===== config.mk =====
export PLATFORM = sky130hd
export DESIGN_NAME = sa_input_skew
export DESIGN_NICKNAME = d
export VERILOG_FILES = /design/src/rtl/sa_input_skew.sv
export SDC_FILE = /design/constraint.sdc
export NUM_CORES = 1
export LEC_CHECK = 0
export CORE_MARGIN = 1
export CORE_UTILIZATION = 49
export CTS_CLUSTER_DIAMETER = 150
export DETAILED_ROUTE_END_ITERATION = 6
export PLACE_DENSITY = 0.77
export SLEW_MARGIN = 20
export SYNTH_ARGS = -nofsm -noshare
export SYNTH_HDL_FRONTEND = slang
export SYNTH_SLANG_ARGS = --single-unit

===== constraint.sdc =====
create_clock -name clk -period 1.7 [get_ports clk]
set_input_delay 0.425 -clock clk [delete_from_list [all_inputs] [get_ports clk]]
set_output_delay 0.425 -clock clk [all_outputs]
set_load 0.005 [all_outputs]

===== src/rtl/sa_input_skew.sv =====
// sa_input_skew
//   Input skew buffer in front of a systolic array. Each accepted input
//   vector is staggered so that lane k reaches the array k cycles after
//   lane 0. Lane k uses a k-stage delay line plus one output register,
//   so its latency is k+1 steps. The pipeline advances only on "step":
//   an accepted beat, or a flush cycle that pushes zeros to drain the
//   array once the last vector of a batch has gone in.
//
// Ports
//   clk          clock, rising edge
//   rstn         asynchronous active-low reset
//   clear_i      synchronous abort, returns to IDLE and zeroes all state
//   in_valid_i   input vector valid
//   in_ready_o   block can accept a vector (IDLE / STREAM only)
//   in_data_i    input vector, lane k = [DATA_WIDTH*(k+1)-1 -: DATA_WIDTH]
//   in_last_i    final vector of a batch, sampled on accepted beats
//   skew_data_o  staggered vector to the array, same lane packing
//   acc_en_o     array step enable, aligned with skew_data_o
//   vec_cnt_o    accepted vectors in the current batch, saturates at 255
//   done_o       one-cycle pulse once the batch has fully drained
module sa_input_skew #(
   parameter int DATA_WIDTH = 16,
   parameter int NEURON_NUM = 4
) (
   input  logic                             clk,
   input  logic                             rstn,
   input  logic                             clear_i,
   input  logic                             in_valid_i,
   output logic                             in_ready_o,
   input  logic [DATA_WIDTH*NEURON_NUM-1:0] in_data_i,
   input  logic                             in_last_i,
   output logic [DATA_WIDTH*NEURON_NUM-1:0] skew_data_o,
   output logic                             acc_en_o,
   output logic [7:0]                       vec_cnt_o,
   output logic                             done_o
);

   typedef enum logic [1:0] {IDLE, STREAM, FLUSH, DONE} state_t;

   // The flush counter is loaded with NEURON_NUM-2 and counts down to zero,
   // giving exactly NEURON_NUM-1 flush cycles.
   localparam logic [3:0] FLUSH_LOAD = (NEURON_NUM > 1) ? 4'(NEURON_NUM - 2) : 4'd0;

   state_t                           state, state_nxt;
   logic   [3:0]                     flush_cnt;
   logic                             accept;
   logic                             step;
   logic   [DATA_WIDTH*NEURON_NUM-1:0] push_vec;

   // NOTE: every signal written here gets a default first, so no path
   // through the block can leave a value held and infer a latch.
   always_comb begin
      in_ready_o = (state == IDLE) || (state == STREAM);
      accept     = in_valid_i & in_ready_o;
      step       = accept | (state == FLUSH);
      // Lanes carry signed data, but the buffer only moves bits; zeros are
      // pushed on flush steps so the array sees a clean tail.
      push_vec   = accept ? in_data_i : '0;
      // An abort in the DONE cycle suppresses the completion pulse.
      done_o     = (state == DONE) && !clear_i;
      state_nxt  = state;

      unique case (state)
         IDLE, STREAM: begin
            if (accept) begin
               if (!in_last_i)          state_nxt = STREAM;
               else if (NEURON_NUM > 1) state_nxt = FLUSH;
               else                     state_nxt = DONE;
            end
         end
         FLUSH: begin
            if (flush_cnt == 4'd0) state_nxt = DONE;
         end
         DONE: begin
            state_nxt = IDLE;
         end
         default: state_nxt = IDLE;
      endcase

      if (clear_i) state_nxt = IDLE;
   end

   // NOTE: sequential state uses non-blocking assignments so every register
   // samples pre-edge values regardless of statement or process order.
   always_ff @(posedge clk or negedge rstn) begin
      if (!rstn) state <= IDLE;
      else       state <= state_nxt;
   end

   always_ff @(posedge clk or negedge rstn) begin
      if (!rstn) begin
         acc_en_o  <= 1'b0;
         vec_cnt_o <= 8'd0;
         flush_cnt <= 4'd0;
      end else if (clear_i) begin
         acc_en_o  <= 1'b0;
         vec_cnt_o <= 8'd0;
         flush_cnt <= 4'd0;
      end else begin
         // acc_en_o follows step by one cycle: it is high exactly when the
         // output registers have just taken a new value.
         acc_en_o <= step;

         if (state == DONE)
            vec_cnt_o <= 8'd0;
         else if (accept && (vec_cnt_o != 8'hFF))
            vec_cnt_o <= vec_cnt_o + 8'd1;

         if ((state != FLUSH) && (state_nxt == FLUSH))
            flush_cnt <= FLUSH_LOAD;
         else if ((state == FLUSH) && (flush_cnt != 4'd0))
            flush_cnt <= flush_cnt - 4'd1;
      end
   end

   // Per-lane delay line; line[k] is the output register of lane k.
   for (genvar k = 0; k < NEURON_NUM; k++) begin : g_lane
      logic [DATA_WIDTH-1:0] line [0:k];

      // NOTE: the delay-line array is reset element by element because
      // in-flight data must be discarded on reset and abort; a plain RAM
      // without reset would leak stale vectors into the next batch.
      always_ff @(posedge clk or negedge rstn) begin
         if (!rstn) begin
            for (int i = 0; i <= k; i++) line[i] <= '0;
         end else if (clear_i) begin
            for (int i = 0; i <= k; i++) line[i] <= '0;
         end else if (step) begin
            line[0] <= push_vec[DATA_WIDTH*(k+1)-1 -: DATA_WIDTH];
            for (int i = 1; i <= k; i++) line[i] <= line[i-1];
         end
      end

      assign skew_data_o[DATA_WIDTH*(k+1)-1 -: DATA_WIDTH] = line[k];
   end

endmodule


==> flow_summary.html, run 1 <==
<table>
<tr><th>Metric</th><th>Value</th></tr>
<tr><th colspan="2">Layout</th></tr>
<tr><td>Most frequent standard cell in the layout excluding fill and tap cells</td><td>dfrtp_1</td></tr>
<tr><td>Number of diodes added for antenna fixing</td><td>0</td></tr>
<tr><td>Commonest cells after routing, fill and taps aside</td><td>dfrtp_1 (172), a22o_1 (160), dlygate4sd2_1 (69), clkdlybuf4s50_1 (67), buf_4 (57)</td></tr>
<tr><td>Signed area change from the synthesized netlist to the final layout</td><td>35.05%</td></tr>
<tr><td>Total number of nets in the final design</td><td>712</td></tr>
<tr><td>Ratio of cells with drive above 1 in the final layout</td><td>18.07%</td></tr>
<tr><td>Fill cell instance count of the final layout</td><td>960</td></tr>
<tr><th colspan="2">Synthesis</th></tr>
<tr><td>Fraction of the yosys area taken by sequential cells</td><td>64.50%</td></tr>
<tr><td>Synth Cell Area</td><td>6789 um2</td></tr>
<tr><td>Number of different library cells in the post-synthesis netlist</td><td>33</td></tr>
<tr><td>Number of synthesized register bits</td><td>175</td></tr>
<tr><td>Instance count of the mapped netlist</td><td>490</td></tr>
<tr><td>Synthesis Warnings</td><td>0</td></tr>
<tr><td>Average cell area after synthesis</td><td>13.86 um2</td></tr>
<tr><td>Post-synth net total</td><td>562</td></tr>
<tr><th colspan="2">Drt</th></tr>
<tr><td>Number of nets still failing antenna checks after routing</td><td>0</td></tr>
<tr><td>Wl on met1</td><td>6.480 mm</td></tr>
<tr><td>Via density per instance</td><td>5.565</td></tr>
<tr><td>First DRT Iteration DRCs</td><td>300</td></tr>
<tr><td>Wire length after detailed routing</td><td>15.27 mm</td></tr>
<tr><td>Wire length per cell after detailed routing</td><td>18.42 um</td></tr>
<tr><td>Total DRC errors in the routed layout</td><td>0</td></tr>
<tr><td>DR vias</td><td>4613</td></tr>
<tr><td>First-pass iteration count of the detailed router</td><td>5</td></tr>
<tr><td>Routed met3 length</td><td>829 um</td></tr>
<tr><td>Highest metal layer with signal wires</td><td>met4</td></tr>
<tr><td>Met2 wire length</td><td>7.638 mm</td></tr>
<tr><th colspan="2">Worst hold path</th></tr>
<tr><td>Kind of path behind the tightest hold check</td><td>in2async</td></tr>
<tr><th colspan="2">Power and ir drop</th></tr>
<tr><td>Leakage power figure</td><td>4.709 nW</td></tr>
<tr><td>Switching power as a share of total power</td><td>22.68%</td></tr>
<tr><td>Gate power share</td><td>9.8%</td></tr>
<tr><td>Clock network fraction of total power</td><td>43.1%</td></tr>
<tr><td>P_int</td><td>7.281 mW</td></tr>
<tr><td>Net switching power</td><td>2.135 mW</td></tr>
<tr><td>Largest vdd supply drop</td><td>0.6738 mV</td></tr>
<tr><td>Tot Pwr</td><td>9.417 mW</td></tr>
<tr><td>Power share of the sequential group</td><td>47.0%</td></tr>
<tr><td>Power Density</td><td>1027 nW/um2</td></tr>
<tr><th colspan="2">GRT</th></tr>
<tr><td>Gr ovfl total</td><td>0</td></tr>
<tr><td>Antenna violations before repair</td><td>0</td></tr>
<tr><td>Vias in the first global route</td><td>4926</td></tr>
<tr><td>Wire length of the first global-routing pass</td><td>25.14 mm</td></tr>
<tr><td>Pin count of the biggest net entering global routing</td><td>53</td></tr>
<tr><td>GR Util All Layers</td><td>22.62%</td></tr>
<tr><th colspan="2">STA</th></tr>
<tr><td>Highest achievable clock rate</td><td>609.7 MHz</td></tr>
<tr><td>Setup TNS</td><td>0 ns</td></tr>
<tr><td>Worst Max-Slew Pin Slew</td><td>0.4273 ns</td></tr>
<tr><td>Unrepaired setup endpoints after global routing</td><td>no</td></tr>
<tr><td>Final-report setup violation count</td><td>0</td></tr>
<tr><td>Max-slew violation count</td><td>0</td></tr>
<tr><td>Period utilization</td><td>96.48%</td></tr>
<tr><td>Clock Skew</td><td>0.006617 ns</td></tr>
<tr><td>Count of endpoints failing hold in the final timing report</td><td>0</td></tr>
<tr><td>Headroom to the max-slew limit</td><td>71.51%</td></tr>
<tr><td>Post-layout minimum cycle time</td><td>1.640 ns</td></tr>
<tr><th colspan="2">Place</th></tr>
<tr><td>Half-perimeter wire length after detailed placement</td><td>9.690 mm</td></tr>
<tr><td># port buffers</td><td>143</td></tr>
<tr><td>Final Wtd Congestion</td><td>0.7660</td></tr>
<tr><th colspan="2">Setup path</th></tr>
<tr><td>Register-to-register path setup slack</td><td>0.06 ns</td></tr>
<tr><td>Launch point of the worst path</td><td>state[1]</td></tr>
<tr><td>Depth of the most critical reg-to-reg path</td><td>7</td></tr>
<tr><td>Crit path kind</td><td>reg2reg</td></tr>
<tr><td>CP startpoint kind</td><td>register</td></tr>
<tr><td>Crit Path Max Fanout</td><td>19</td></tr>
<tr><td>RR Endpoint</td><td>g_lane[2].line[29]</td></tr>
<tr><td>Kind of end point of the critical path</td><td>register</td></tr>
<tr><td>WP data arrival</td><td>1.99 ns</td></tr>
<tr><td>Required arrival time at the worst endpoint</td><td>2.05 ns</td></tr>
<tr><td>Reg2reg start</td><td>state[1]</td></tr>
<tr><th colspan="2">Job</th></tr>
<tr><td>Max_cap viols</td><td>0</td></tr>
<tr><th colspan="2">Clock tree</th></tr>
<tr><td>Master cell of the clock root buffer</td><td>clkbuf_16</td></tr>
<tr><td>H-Tree Depth</td><td>4</td></tr>
<tr><td>Total CTS buffers</td><td>17</td></tr>
<tr><td>Number of sinks on the clock net</td><td>175</td></tr>
<tr><td>CTS tree</td><td>built</td></tr>
<tr><td>Maximum buffer depth of the clock tree</td><td>2</td></tr>
<tr><td>Clock latency reported for the late side of the worst-skew pair</td><td>0.43 ns</td></tr>
<tr><td>Reg clk slew, reported paths</td><td>0.06 ns</td></tr>
<tr><th colspan="2">Floorplan</th></tr>
<tr><td>Core area</td><td>13400 um2</td></tr>
<tr><td>Std cell rows</td><td>42</td></tr>
<tr><td>Die ar.</td><td>14330 um2</td></tr>
<tr><td>Chip Height</td><td>119.7 um</td></tr>
<tr><td>Top-level port count</td><td>144</td></tr>
<tr><td>Die width</td><td>119.7 um</td></tr>
<tr><td>Starting density of the core</td><td>50.66%</td></tr>
<tr><th colspan="2">Outcome</th></tr>
<tr><td>Outcome</td><td>completed</td></tr>
</table>
==> power groups by stage <==
stage	registers [mW]	logic, mW	clock network [mW]
floorplan	4.48	0.400	0
global placement	4.50	0.887	0
detailed placement	4.51	0.916	0
CTS	4.43	0.932	4.12
global route	4.45	1.01	4.32
finish	4.43	0.926	4.06
==> cell type report <==
| cell class | instances | area, um2 | area share, % |
|---|---|---|---|
| tap | 176 | 220.2 | 2.402 |
| clock inverter | 14 | 188.9 | 2.061 |
| timing repair buffer | 216 | 2085 | 22.73 |
| clock buffer | 18 | 429.2 | 4.681 |
| sequential | 175 | 4383 | 47.80 |
| multi-input combinational | 226 | 1848 | 20.16 |
| inverter | 4 | 15.01 | 0.1638 |
==> routing by layer <==
metal / vias up / global-route usage (%)
met3: 31 / 6.369
met2: 133 / 36.24
li1: 2094 / -
met4: 0 / 8.672
met1: 2355 / 29.25
met5: - / 0
==> worst max-delay path, cell delays in order, from the launching register on <==
cell and delay (ns):
dfrtp_1 0.40, buf_4 0.15, buf_4 0.14, o21ai_2 0.14, nor2b_4 0.20, buf_4 0.19
buf_12 0.16, a22o_1 0.19
==> registers in the layout, indices dropped and copies added, names as in the netlist <==
register and flops:
acc_en_o 1, state 2, skew_data_o 48, g_lane.line 112, vec_cnt_o 8, flush_cnt 4
==> how the worst max path moves through the flow <==
stage / to
finish: g_lane[2].line[29]
global route: flush_cnt[1]
CTS: skew_data_o[36]
detailed placement: skew_data_o[50]
global placement: g_lane[3].line[42]
floorplan: flush_cnt[1]
==> cells by family (layout without fill, tap and decap cells) <==
| logic type | Yosys count | count (layout) | synth area share, % |
|---|---|---|---|
| AO/OA/AOI/OAI | 175 | 175 | 22.02 |
| XOR/XNOR | 6 | 6 | 0.7742 |
| adder cells (fa/ha/maj) | 3 | 3 | 0.5530 |
| buffers and inverters | 89 | 252 | 8.791 |
| flip-flops | 175 | 175 | 64.50 |
| multiplexers | 2 | 2 | 0.3133 |
| AND/OR/NAND/NOR | 40 | 40 | 3.041 |
==> per-stage QoR <==
stage | cells | instance area, um2 | setup WS [ns] | util (%) | hold WS (ns)
6_report | 829 | 9169 | 0.05988 | 68.42 | 0.4915
5_1_grt | 829 | 9169 | 0.0003122 | 68.42 | 0.5177
4_1_cts | 828 | 9150 | 0.00009837 | 68.28 | 0.4937
3_5_place_dp | 758 | 8323 | -0.2410 | 62.11 | 0.3795
3_3_place_gp | 758 | 8323 | -0.1939 | 62.11 | 0.3734
2_1_floorplan | 490 | 6789 | 0.1358 | - | 0.1294
==> cells in the mapped netlist <==
cell,instances,area (um2)
a2111oi_0,1,8.760
a211oi_1,3,22.52
a21oi_1,5,25.02
a22o_1,160,1401
a31o_2,1,8.760
a41oi_1,1,8.760
and2_1,1,6.260
and4_1,1,8.760
buf_2,12,60.06
buf_4,64,480.5
buf_6,1,11.26
clkbuf_1,8,30.03
dfrtp_1,175,4379
ha_1,3,37.54
inv_1,4,15.01
mux2_2,1,11.26
mux2i_1,1,10.01
nand2_1,5,18.77
nand2b_1,2,12.51
nand3_1,5,25.02
nand3b_1,1,7.510
nand4_1,2,12.51
nand4b_1,1,8.760
nor2_1,12,45.04
nor2_2,1,6.260
nor2b_1,4,25.02
nor3_1,3,15.01
nor4_1,1,6.260
o21ai_0,3,15.01
o21ai_1,1,5.000
or3b_2,1,8.760
xnor2_1,3,26.28
xor2_1,3,26.28
==> repair_timing <==
| action | in CTS | in global routing |
|---|---|---|
| hold buffers | 1 | 0 |
| endpoints found under the hold margin | 35 | 0 |
| buffers inserted | 37 | 1 |
| resized for setup | 77 | 12 |
| pin swaps | 0 | 0 |
| setup endpoints to repair | 76 | 83 |
Note: power is estimated with default switching activity, not from simulation.
==> run 2, diff against run 1 <==
--- a/config.mk
+++ b/config.mk
@@ -7,7 +7,7 @@
 export LEC_CHECK = 0
 export CORE_MARGIN = 1
 export CORE_UTILIZATION = 49
-export CTS_CLUSTER_DIAMETER = 150
+export CTS_CLUSTER_DIAMETER = 100
 export DETAILED_ROUTE_END_ITERATION = 6
 export PLACE_DENSITY = 0.77
 export SLEW_MARGIN = 20
==> results of run 2 <==
No change in the layout: final DEF, timing and power equal those of run 1.
==> run 3, diff against run 2 <==
--- a/config.mk
+++ b/config.mk
@@ -5,9 +5,10 @@
 export SDC_FILE = /design/constraint.sdc
 export NUM_CORES = 1
 export LEC_CHECK = 0
-export CORE_MARGIN = 1
+export CORE_MARGIN = 5
 export CORE_UTILIZATION = 49
 export CTS_CLUSTER_DIAMETER = 100
+export CTS_CLUSTER_SIZE = 8
 export DETAILED_ROUTE_END_ITERATION = 6
 export PLACE_DENSITY = 0.77
 export SLEW_MARGIN = 20
==> run 3 against run 2 <==
Net effect:
- total power is 3.0% lower
- critical path depth stayed put
- via count is 0.61% lower
- final cell count is 1.6% lower
- critical endpoint is now g_lane[3].line[44]
- largest power group unchanged
- highest routed layer is now met5
==> flow_summary.html, run 3 (synthesized netlist as in run 1, its figures left out) <==
<table>
<tr><th>Metric</th><th>Value</th></tr>
<tr><th colspan="2">Setup path</th></tr>
<tr><td>Family with the most delay on the worst path</td><td>buffers and inverters</td></tr>
<tr><td>WP data arrival</td><td>1.99 ns</td></tr>
<tr><td>Number of cells on the critical path</td><td>7</td></tr>
<tr><td>RR Endpoint</td><td>g_lane[3].line[44]</td></tr>
<tr><td>Worst path cell trace</td><td>buf_4, buf_4, o21ai_2, nor2b_4, buf_12, buf_12, a22o_1</td></tr>
<tr><td>Required arrival time at the worst endpoint</td><td>2.04 ns</td></tr>
<tr><td>Kind of end point of the critical path</td><td>register</td></tr>
<tr><td>Depth of the most critical reg-to-reg path</td><td>7</td></tr>
<tr><td>Reg2reg start</td><td>state[1]</td></tr>
<tr><td>Crit path kind</td><td>reg2reg</td></tr>
<tr><td>Master of the slowest instance on the critical path</td><td>dfrtp_1</td></tr>
<tr><td>CP peak stage delay</td><td>0.40 ns</td></tr>
<tr><td>Register-to-register path setup slack</td><td>0.06 ns</td></tr>
<tr><td>Crit Path Max Fanout</td><td>26</td></tr>
<tr><td>CP startpoint kind</td><td>register</td></tr>
<tr><td>WP buf/inv</td><td>4</td></tr>
<tr><th colspan="2">GRT</th></tr>
<tr><td>Met3 Use GR</td><td>6.708%</td></tr>
<tr><td>Vias in the first global route</td><td>4897</td></tr>
<tr><td>GR Util All Layers</td><td>20.02%</td></tr>
<tr><td>Pin count of the biggest net entering global routing</td><td>60</td></tr>
<tr><td>Busiest metal layer after global routing</td><td>met2</td></tr>
<tr><td>Routing usage on met1</td><td>25.56%</td></tr>
<tr><td>Gr ovfl total</td><td>0</td></tr>
<tr><td>Antenna violations before repair</td><td>1</td></tr>
<tr><td>GR Util met2</td><td>32.15%</td></tr>
<tr><td>Wire length of the first global-routing pass</td><td>25.72 mm</td></tr>
<tr><th colspan="2">Place</th></tr>
<tr><td>Half-perimeter wire length after detailed placement</td><td>10.02 mm</td></tr>
<tr><td>DP Area</td><td>8250 um2</td></tr>
<tr><td>Final Wtd Congestion</td><td>0.7685</td></tr>
<tr><td># port buffers</td><td>143</td></tr>
<tr><td>Setup Slack @ Placement</td><td>-0.2497 ns</td></tr>
<tr><td>Cells after DPL</td><td>755</td></tr>
<tr><th colspan="2">STA</th></tr>
<tr><td>Final-report setup violation count</td><td>0</td></tr>
<tr><td>Worst Max-Slew Pin Slew</td><td>0.4913 ns</td></tr>
<tr><td>Highest achievable clock rate</td><td>608.2 MHz</td></tr>
<tr><td>Count of endpoints failing hold in the final timing report</td><td>0</td></tr>
<tr><td>Max-slew violation count</td><td>0</td></tr>
<tr><td>Worst setup margin</td><td>0.05581 ns</td></tr>
<tr><td>Post-layout minimum cycle time</td><td>1.644 ns</td></tr>
<tr><td>Period utilization</td><td>96.72%</td></tr>
<tr><td>Headroom to the max-slew limit</td><td>67.25%</td></tr>
<tr><td>Clock Skew</td><td>0.007114 ns</td></tr>
<tr><th colspan="2">Clock tree</th></tr>
<tr><td>Maximum buffer depth of the clock tree</td><td>2</td></tr>
<tr><td>H-Tree Depth</td><td>4</td></tr>
<tr><td>Number of sinks on the clock net</td><td>175</td></tr>
<tr><td>Total CTS buffers</td><td>17</td></tr>
<tr><td>Clock latency reported for the late side of the worst-skew pair</td><td>0.42 ns</td></tr>
<tr><td>CTS tree</td><td>built</td></tr>
<tr><td>Master cell of the clock root buffer</td><td>clkbuf_16</td></tr>
<tr><td>Reg clk slew, reported paths</td><td>0.07 ns</td></tr>
<tr><th colspan="2">Drt</th></tr>
<tr><td>Via density per instance</td><td>5.619</td></tr>
<tr><td>DR vias</td><td>4585</td></tr>
<tr><td>Number of nets still failing antenna checks after routing</td><td>0</td></tr>
<tr><td>Total DRC errors in the routed layout</td><td>0</td></tr>
<tr><td>First-pass iteration count of the detailed router</td><td>4</td></tr>
<tr><td>Wire length after detailed routing</td><td>15.45 mm</td></tr>
<tr><td>First DRT Iteration DRCs</td><td>320</td></tr>
<tr><td>Wire length per cell after detailed routing</td><td>18.93 um</td></tr>
<tr><th colspan="2">Floorplan</th></tr>
<tr><td>Top-level port count</td><td>144</td></tr>
<tr><td>Die width</td><td>127.7 um</td></tr>
<tr><td>Core area</td><td>13720 um2</td></tr>
<tr><td>Chip Height</td><td>127.7 um</td></tr>
<tr><td>Std cell rows</td><td>43</td></tr>
<tr><td>Die ar.</td><td>16310 um2</td></tr>
<tr><td>Starting density of the core</td><td>49.48%</td></tr>
<tr><th colspan="2">Worst hold path</th></tr>
<tr><td>Hold Path Stages</td><td>1</td></tr>
<tr><td>Hold Path Sink</td><td>g_lane[3].line[41]</td></tr>
<tr><td>Launch instance of the worst min-delay path</td><td>g_lane[3].line[57]</td></tr>
<tr><td>Kind of path behind the tightest hold check</td><td>reg2reg</td></tr>
<tr><th colspan="2">Job</th></tr>
<tr><td>Max_cap viols</td><td>0</td></tr>
<tr><th colspan="2">Outcome</th></tr>
<tr><td>Outcome</td><td>completed</td></tr>
<tr><th colspan="2">Layout</th></tr>
<tr><td>Commonest cells after routing, fill and taps aside</td><td>dfrtp_1 (172), a22o_1 (160), dlygate4sd2_1 (73), clkdlybuf4s50_1 (67), buf_4 (43)</td></tr>
<tr><td>Signed area change from the synthesized netlist to the final layout</td><td>32.40%</td></tr>
<tr><td>Most frequent standard cell in the layout excluding fill and tap cells</td><td>dfrtp_1</td></tr>
<tr><td>Number of diodes added for antenna fixing</td><td>0</td></tr>
<tr><td>Number of flip-flops in the largest register</td><td>112</td></tr>
<tr><td>Final Instance Area</td><td>8989 um2</td></tr>
<tr><td>Fill cell instance count of the final layout</td><td>1025</td></tr>
<tr><td>Ratio of cells with drive above 1 in the final layout</td><td>15.72%</td></tr>
<tr><td>Non-filler instance count after layout</td><td>816</td></tr>
<tr><td>Register containing the most flip-flops in the final layout</td><td>g_lane.line</td></tr>
<tr><td>Total number of nets in the final design</td><td>696</td></tr>
<tr><th colspan="2">Power and ir drop</th></tr>
<tr><td>Power Density</td><td>1016 nW/um2</td></tr>
<tr><td>Leakage power figure</td><td>4.555 nW</td></tr>
<tr><td>Largest vdd supply drop</td><td>0.6291 mV</td></tr>
</table>
-- run 3: changes by cell type in the layout (fill, tap and decap cells not counted), sizes merged --
| cell | delta |
|---|---|
| buf | -16 |
| clkinv | -1 |
| dlymetal6s2s | -3 |
| clkinvlp | +1 |
| bufinv | -2 |
| dlygate4sd2 | +4 |
-- run 3: worst max-delay path by stage --
stage	start	end	slack, ns
after global placement	clear_i	done_o	-0.19
after floorplan	flush_cnt[0]	flush_cnt[1]	0.14
after CTS	state[1]	done_o	0.01
after global routing	state[1]	g_lane[3].line[44]	-0.005
after detailed placement	in_valid_i	g_lane[3].line[46]	-0.25
final	state[1]	g_lane[3].line[44]	0.06
-- run 3: repair_timing --
item / CTS / global route
pin swaps: 0 / 1
setup endpoints to repair: 74 / 56
gates resized for setup: 78 / 8
hold endpoints to repair: 43 / 0
hold buffers: 1 / 0
setup buffers: 29 / 0
-- run 3: cell type report --
class / count / area, um2 / area share (%)
inverters: 4 / 15.01 / 0.1670
clock buffers: 19 / 452.9 / 5.039
flip-flops and latches: 175 / 4383 / 48.76
clock inverters: 12 / 135.1 / 1.503
repair buffers: 200 / 1932 / 21.49
multi-input cells: 226 / 1846 / 20.53
well taps: 180 / 225.2 / 2.506
-- run 3: power by group --
part,switching (mW),internal [mW]
clock network,1.58,2.24
registers,0.0973,4.33
logic,0.422,0.466
-- run 3: metrics by stage --
stage / hold slack, ns / TNS [ns] / total power, mW / util, %
2_1_floorplan: 0.1294 / 0 / 4.882 / -
3_3_place_gp: 0.3980 / -27.12 / 5.362 / 60.14
3_5_place_dp: 0.4009 / -33.25 / 5.398 / 60.14
4_1_cts: 0.4979 / 0 / 9.233 / 65.44
5_1_grt: 0.5146 / -0.004919 / 9.511 / 65.52
6_report: 0.4944 / 0 / 9.132 / 65.52
-- run 3: layer usage --
| layer | part of all wire [%] | routed length (um) | vias to the layer above |
|---|---|---|---|
| met5 | 0.071 | 11 | - |
| met4 | 1.9 | 296 | 2 |
| met3 | 6.6 | 1012 | 28 |
| met2 | 50 | 7692 | 144 |
| met1 | 42 | 6431 | 2348 |
| li1 | - | - | 2063 |
